[src/rtl/multiport_register_file.sv]
// Multi-port general-purpose register file with hardwired zero register,
// optional same-cycle write bypass, highest-port-wins writes and a busy scoreboard.
module multiport_register_file #(
   parameter int WordLen    = 32,
   parameter int WordCount  = 32,
   parameter int ReadPorts  = 2,
   parameter int WritePorts = 2,
   parameter int ZeroReg    = 1,
   parameter int Bypass     = 1,
   localparam int AW        = (WordCount > 1) ? $clog2(WordCount) : 1
) (
   input  logic                            clk,
   input  logic                            rst,
   input  logic [WritePorts-1:0]           RegWrite,
   input  logic [WritePorts*AW-1:0]        writeRegister,
   input  logic [WritePorts*WordLen-1:0]   WriteData,
   input  logic [ReadPorts*AW-1:0]         readRegister,
   output logic [ReadPorts*WordLen-1:0]    ReadData,
   output logic [ReadPorts-1:0]            readBusy,
   input  logic                            reserveValid,
   input  logic [AW-1:0]                   reserveRegister,
   output logic [WordCount-1:0]            busyMask
);

   logic [WordLen-1:0]   regs  [WordCount];
   logic [WordLen-1:0]   wrVal [WordCount];
   logic [WordCount-1:0] wrEn;
   logic [WordCount-1:0] resvHit;
   logic [ReadPorts-1:0] rdHit;

   // Register 0 is dead storage when the zero register is enabled.
   function automatic logic isLive(input int idx);
      return !((ZeroReg != 0) && (idx == 0));
   endfunction

   // Per-register write decode. Ports are scanned in ascending order so the
   // highest-index port targeting a register overrides the lower ones. Addresses
   // at or beyond WordCount match no register and simply fall away.
   always_comb begin : writeDecode
      for (int i = 0; i < WordCount; i++) begin
         // NOTE: every always_comb output gets a default before any conditional
         // assignment; a path that leaves it unassigned would infer a latch.
         wrEn[i]    = 1'b0;
         wrVal[i]   = '0;
         resvHit[i] = reserveValid && (reserveRegister == AW'(i)) && isLive(i);
         for (int k = 0; k < WritePorts; k++) begin
            if (RegWrite[k] && (writeRegister[k*AW +: AW] == AW'(i)) && isLive(i)) begin
               wrEn[i]  = 1'b1;
               wrVal[i] = WriteData[k*WordLen +: WordLen];
            end
         end
      end
   end

   // NOTE: the whole array is cleared by reset, so it maps to flops rather than
   // a RAM macro; a RAM-backed variant would have to drop the storage clear.
   always_ff @(posedge clk) begin
      if (rst) begin
         // NOTE: sequential state uses non-blocking assignments only, so every
         // flop samples the pre-edge values regardless of statement order.
         for (int i = 0; i < WordCount; i++) regs[i] <= '0;
         busyMask <= '0;
      end else begin
         for (int i = 0; i < WordCount; i++) begin
            if (wrEn[i]) regs[i] <= wrVal[i];
            // A same-cycle reserve beats the retiring write: the register stays busy.
            busyMask[i] <= resvHit[i] | (busyMask[i] & ~wrEn[i]);
         end
      end
   end

   // Read mux: stored value first, then the bypass overrides it for live,
   // in-range addresses. readBusy always reflects the registered scoreboard.
   always_comb begin : readMux
      ReadData = '0;
      readBusy = '0;
      rdHit    = '0;
      for (int p = 0; p < ReadPorts; p++) begin
         for (int i = 0; i < WordCount; i++) begin
            if ((readRegister[p*AW +: AW] == AW'(i)) && isLive(i)) begin
               ReadData[p*WordLen +: WordLen] = regs[i];
               readBusy[p]                    = busyMask[i];
               rdHit[p]                       = 1'b1;
            end
         end
         if ((Bypass != 0) && rdHit[p]) begin
            for (int k = 0; k < WritePorts; k++) begin
               if (RegWrite[k] && (writeRegister[k*AW +: AW] == readRegister[p*AW +: AW]))
                  ReadData[p*WordLen +: WordLen] = WriteData[k*WordLen +: WordLen];
            end
         end
      end
   end

endmodule

[config.mk]
export PLATFORM = sky130hd
export DESIGN_NAME = multiport_register_file
export DESIGN_NICKNAME = d
export VERILOG_FILES = /design/src/rtl/multiport_register_file.sv
export SDC_FILE = /design/constraint.sdc
export NUM_CORES = 2
export LEC_CHECK = 0
export ABC_AREA = 1
export CAP_MARGIN = 30
export CORE_ASPECT_RATIO = 1.75
export CORE_MARGIN = 8
export CORE_UTILIZATION = 55
export DETAILED_ROUTE_END_ITERATION = 10
export HOLD_SLACK_MARGIN = 0.15
export MAX_ROUTING_LAYER = met4
export PLACE_DENSITY = 0.76
export SLEW_MARGIN = 20
export SYNTH_ARGS = -nofsm -noshare
export SYNTH_HDL_FRONTEND = slang
export SYNTH_SLANG_ARGS = --single-unit
[constraint.sdc]
create_clock -name clk -period 11.75 [get_ports clk]
set_input_delay 3.525 -clock clk [delete_from_list [all_inputs] [get_ports clk]]
set_output_delay 3.525 -clock clk [all_outputs]
set_load 0.03 [all_outputs]
# After elaboration in Yosys (flattened, before gate mapping)
# Memory sizes are Yosys's and may differ from the RTL's.
# Cells that the tools add are included.
# word_totals
reg_bits	31
ram_bits	1024
mem_count	1
# mem_list
memory	words	word_bits	read_ports	rd_ports_with_merged_regs	write_ports	line	source
regs	32	32	31	0	32	25	logic [WordLen-1:0] regs [WordCount];
# classes
eq_ne	159
mux	442
bitwise	124
n_reduce_logical	97
# op_table
operator	n
$mux W32	161
$eq A5 B5 Y1 const B	80
$mux W1	281
$eq A5 B4 Y1 const B	40
$eq A5 B3 Y1 const B	20
$logic_and A1 B1 Y1	97
$or A1 B1 Y1	62
$eq A5 B2 Y1 const B	10
$and A1 B1 Y1	31
$not A1 Y1	31
$eq A5 B1 Y1 const B	5
$eq A5 B5 Y1	4

# Depth between registers and ports, before layout
# depth
word_depth	35
depth_mapped	25
depth_no_buf	24

# Least setup slack after synthesis
# Ideal clock, no wire load.
# synth_path
kind	input port to output port
start	in readRegister[4]
end	out ReadData[18]
t_arrival_ps	5695
required_ps	8225
path_slack_ps	2530
path_stages	14
n_path_buf	5
path_cell_list	buf_4 inv_4 buf_6 buf_2 nor2_1 a2111oi_2 nand2_1 nor4_1 nand2_1 inv_2 buf_4 buf_6 nor3_1 nor2_1
# synth_between
elab_chain_cells	35
word_cells_on_any_way	100
classes_between	33 x eq/ne; 65 x mux; 2 x reduce/logical
# synth_rtl
item	line	source
start: declaration	17	input logic [ReadPorts*AW-1:0] readRegister,
$eq A5 B1 Y1	80	if ((readRegister[p*AW +: AW] == AW'(i)) && isLive(i)) begin
$mux W32 (31 in a row)	80	
$mux W32 (2 in a row)	88	if (RegWrite[k] && (writeRegister[k*AW +: AW] == readRegister[p*AW +: AW]))
$mux W32 *	86	if ((Bypass != 0) && rdHit[p]) begin
end: declaration	18	output logic [ReadPorts*WordLen-1:0] ReadData,
# Mark *: on every way between the ends. The rest lies on a longest branch, timed or not.

# Final worst setup path
# layout_path
start	in readRegister[7]
end	out ReadData[51]
# The elaborated chain is that of the path after synthesis.

==> results.rst <==
.. list-table::
   :header-rows: 1

   * - Metric
     - Value
   * - Result of the run
     - complete, no violations
   * - Starting density of the core
     - about 55%
   * - Hold Path Origin
     - busyMask[16]$_SDFF_PP0_
   * - Worst hold path stage count
     - 2
   * - Most frequent cells after synthesis
     - sky130_fd_sc_hd__nand2_1, sky130_fd_sc_hd__nor2_1, sky130_fd_sc_hd__edfxtp_1, sky130_fd_sc_hd__a211oi_1, sky130_fd_sc_hd__a21oi_1
   * - Synth Area in XOR/XNOR
     - less than 1%
   * - Worst Tran Pin Value
     - approximately 1.1 ns
   * - Worst Hold End
     - busyMask[16]$_SDFF_PP0_
   * - Routed wire length
     - 293000 µm
   * - Number of nets at the end of the flow
     - approximately 8300
   * - Multiplexer share of the synthesized area
     - less than 1%
   * - Launch instance of the worst register-to-register path
     - busyMask[6]$_SDFF_PP0_
   * - Final-layout worst hold slack
     - 0.510 ns
   * - Sequential area share after synthesis
     - between 40% and 50%
   * - Commonest register cell after synthesis
     - sky130_fd_sc_hd__edfxtp_1
   * - Critical Path Source Type
     - input pin
   * - Leakage power of the design
     - about 26 nW
   * - Width of the chip
     - ~280 µm
   * - Final critical-path required period
     - roughly 12 ns
   * - Buffer count from post-CTS setup fixing
     - 0
   * - Max capacitance violation total
     - 0
   * - Net count after synthesis
     - 8523
   * - Area after DPL
     - ~69000 µm²
   * - Total negative setup slack
     - 0 ns
   * - Area of the mapped netlist
     - between 60000 and 70000 µm²
   * - Power per Cell Area
     - around 130 nW/µm²
   * - Vertical extent of the die
     - 471 µm
   * - Final ANT Viol Nets
     - 0
   * - #FFs+latches synth
     - between 1000 and 1500
   * - Synthesis-to-finish area growth
     - 10.7%
   * - Post-layout power
     - between 9 and 10 mW
   * - Final setup fails
     - 0
   * - Port Buffers
     - 190
   * - Destination of the worst register-to-register timing path
     - busyMask[6]$_SDFF_PP0_
   * - Floorplan core area
     - approximately 120000 µm²
   * - Final cycle utilization of the critical path
     - slightly below 100%
   * - Residual DRC
     - 0
   * - Worst supply voltage drop on vdd
     - about 110 µV
   * - Largest net degree at the start of global routing
     - 98
   * - Number of buffers on the longest clock path
     - 3
   * - Class of the tightest hold or removal check
     - reg -> reg
   * - Deepest level of the CTS H-tree
     - 3
   * - # rows
     - 167
   * - Max_slew headroom
     - between 20% and 30%
   * - Arrival @ worst endpoint
     - roughly 8.1 ns
   * - Sum of buffers and inverters on the critical path
     - 4
   * - Via/cell ratio
     - between 6 and 7
   * - Leftover overflow at the end of global routing
     - 0
   * - Routability-driven placement congestion ratio
     - 1.06
   * - # fillers
     - 10500
   * - Critical path cell sequence
     - clkdlybuf4s50_1 > nand2_1 > nor2_1 > nand2_1 > inv_2 > buf_4 > nand2_1 > nand2_1 > nand4_1 > nand2_1 > nand4_1 > nand2_1 > nand4_1 > nand2_1 > nand4_1 > nor2_1 > nor2_1 > clkdlybuf4s50_1
   * - CP endpoint kind
     - output port
   * - Clock slew at the register clock pins of the worst setup and hold paths
     - 0.06 ns
   * - Setup slack after placement
     - around 0.11 ns
   * - Wire length of the first global-routing pass
     - about 420000 µm
   * - Fraction of layout cells with a size suffix above 1
     - ~8.8%
   * - Critical path class
     - in -> out
   * - Largest area contributor in the netlist
     - sky130_fd_sc_hd__edfxtp_1
   * - Routed vias
     - ~67000
   * - Boundary Pins
     - 192
   * - Mean instance size in the synthesized netlist
     - between 7 and 8 µm²
   * - Post-synth ARST share
     - 0%
   * - Main combinational cell family by area after synthesis
     - simple AND/OR/NAND/NOR gates
   * - Final Skew
     - 0 ns
   * - Leading post-synthesis cells by cell area
     - sky130_fd_sc_hd__edfxtp_1, sky130_fd_sc_hd__nand2_1, sky130_fd_sc_hd__a211oi_1
   * - PnR worst setup slack
     - approximately 0.15 ns
   * - Number of global-route vias before repair
     - 64200
   * - Area of all placed cells without fillers
     - ~72000 µm²
   * - Number of search-and-repair iterations in the first detailed-routing pass
     - 10
   * - Post-synthesis compound-gate area fraction
     - approximately 18%
   * - Top delay family on crit path
     - simple AND/OR/NAND/NOR gates
   * - Largest fanout on the critical path
     - 18
   * - Count of endpoints failing hold in the final timing report
     - 0
   * - Required time at the endpoint of the critical path
     - 8.23 ns
   * - Initial antenna violation count
     - 6
   * - Register-to-Register Setup Slack
     - 10.83 ns
   * - Reg2reg path depth
     - 2
   * - Total of warnings raised by yosys
     - 0
   * - Most frequent cell on the critical path
     - sky130_fd_sc_hd__nand2_1
   * - Number of enable flip-flop cells after synthesis
     - roughly 990
   * - Critical-path top delay cell
     - sky130_fd_sc_hd__clkdlybuf4s50_1
   * - CTS tree
     - yes
   * - Number of violations reported at the end of detailed-routing iteration 0
     - ~10000
   * - Unique masters post-synth
     - 44
   * - Clk sinks
     - just over 1000
   * - Area share of the largest cell type after synthesis
     - between 40 and 50%
   * - Unrepaired setup endpoints after global routing
     - no
   * - Overall global routing resource usage
     - about 44%
   * - Basic-gate share of the synthesized area counting and, or, nand and nor cells
     - approximately a quarter
   * - Clock root buffer
     - sky130_fd_sc_hd__clkbuf_16
   * - Clock network latency to the later pin of the worst-skew pair
     - ~0.73 ns
   * - Slowest Stage Delay on Critical Path
     - roughly 0.75 ns
   * - Maximum clock rate
     - approximately 86 MHz
   * - Half-perimeter wire length of the detailed placement result
     - around 210000 µm
   * - Synth Instances
     - between 8000 and 9000
   * - TritonCTS buffer count
     - 99
   * - Average wire per standard cell
     - 29.7 µm
   * - Fraction of the mapped netlist area in adder cells
     - 0%
   * - Most used standard cell by instance count after synthesis
     - sky130_fd_sc_hd__nand2_1
   * - Die outline area
     - about 130000 µm²
   * - Slew Viols, Final
     - 0
per-stage QoR:
stage	utilization [%]	cells
finish	61.1	9864
global route	61.1	9862
CTS	61.0	9850
detailed placement	58.3	9668
global placement	58.0	9652
floorplan	-	8429
kinds of logic after synthesis:
kind of cell	after synthesis
compound gates	1894
xor+xnor	3
buf+inv	1418
flops	1023
mux	1
other cells	1
simple gates	4089
worst register-to-register path: stages, from the launching register on:
cell and delay, ns:
sky130_fd_sc_hd__dfxtp_1 0.32, sky130_fd_sc_hd__inv_1 0.31, sky130_fd_sc_hd__o22ai_1 0.14
flip-flops by register name, summed over array words and instances, names as in the netlist:
name	cells
regs	992
busyMask	31
where the power goes:
| part | switching (mW) | internal [mW] | total, mW |
|---|---|---|---|
| clock | 1.53 | 1.79 | 3.32 |
| sequential | 0.120 | 4.23 | 4.35 |
| combinational | 1.06 | 0.364 | 1.42 |
| total | 2.71 | 6.38 | 9.09 |
cells in the final DEF, fill, tap and decap left out, drive strengths merged, types with 10 or more instances in the layout:
master,Yosys,routed
nand2,2117,2117
nor2,1115,1115
edfxtp,992,992
a211oi,722,722
a21oi,657,657
inv,586,590
nand4,457,457
buf,168,380
o21ai,333,333
nand3,277,277
clkdlybuf4s50,0,136
clkbuf,624,128
o32ai,108,108
clkinv,40,74
nor3,59,59
or2,47,47
o22ai,39,39
dfxtp,31,31
a221oi,23,23
nand3b,11,11
bufinv,0,10
cell type report:
| cell class | instances | area [µm²] | area share (%) |
|---|---|---|---|
| antenna | 7 | 17.5 | 0.0243 |
| clock inverter | 55 | 586 | 0.811 |
| sequential | 1023 | 30400 | 42.1 |
| clock buffer | 127 | 2600 | 3.61 |
| inverter | 626 | 2370 | 3.28 |
| timing repair buffer | 517 | 4650 | 6.44 |
| tap | 1521 | 1900 | 2.64 |
| multi-input combinational | 5988 | 29600 | 41.1 |
repair_timing:
action,4_1_cts,5_1_grt
hold buffers,0,0
resized for setup,0,2
endpoints found under the setup margin,0,2
metal layers:
| metal | vias to the layer above | GRT usage (%) | share of wire, % |
|---|---|---|---|
| met3 | 1555 | 8.55 | 11 |
| met1 | 31100 | 48.9 | 33 |
| met5 | - | - | 0 |
| met4 | 0 | 32.6 | 8.7 |
| met2 | 5431 | 71.3 | 47 |
| li1 | 29000 | - | - |
worst max path at each step:
stage / startpoint / endpoint / slack, ns / depth (start not counted)
final: readRegister[7] / ReadData[51] / 0.15 / 18
after global routing: readRegister[7] / ReadData[63] / 0.1 / 13
after CTS: readRegister[7] / ReadData[46] / 0.12 / 15
after detailed placement: readRegister[7] / ReadData[46] / 0.11 / 15
after global placement: readRegister[7] / ReadData[46] / 0.14 / 15
after floorplan: readRegister[4] / ReadData[18] / 2.53 / 14
Note: power is estimated with default switching activity, not from simulation.
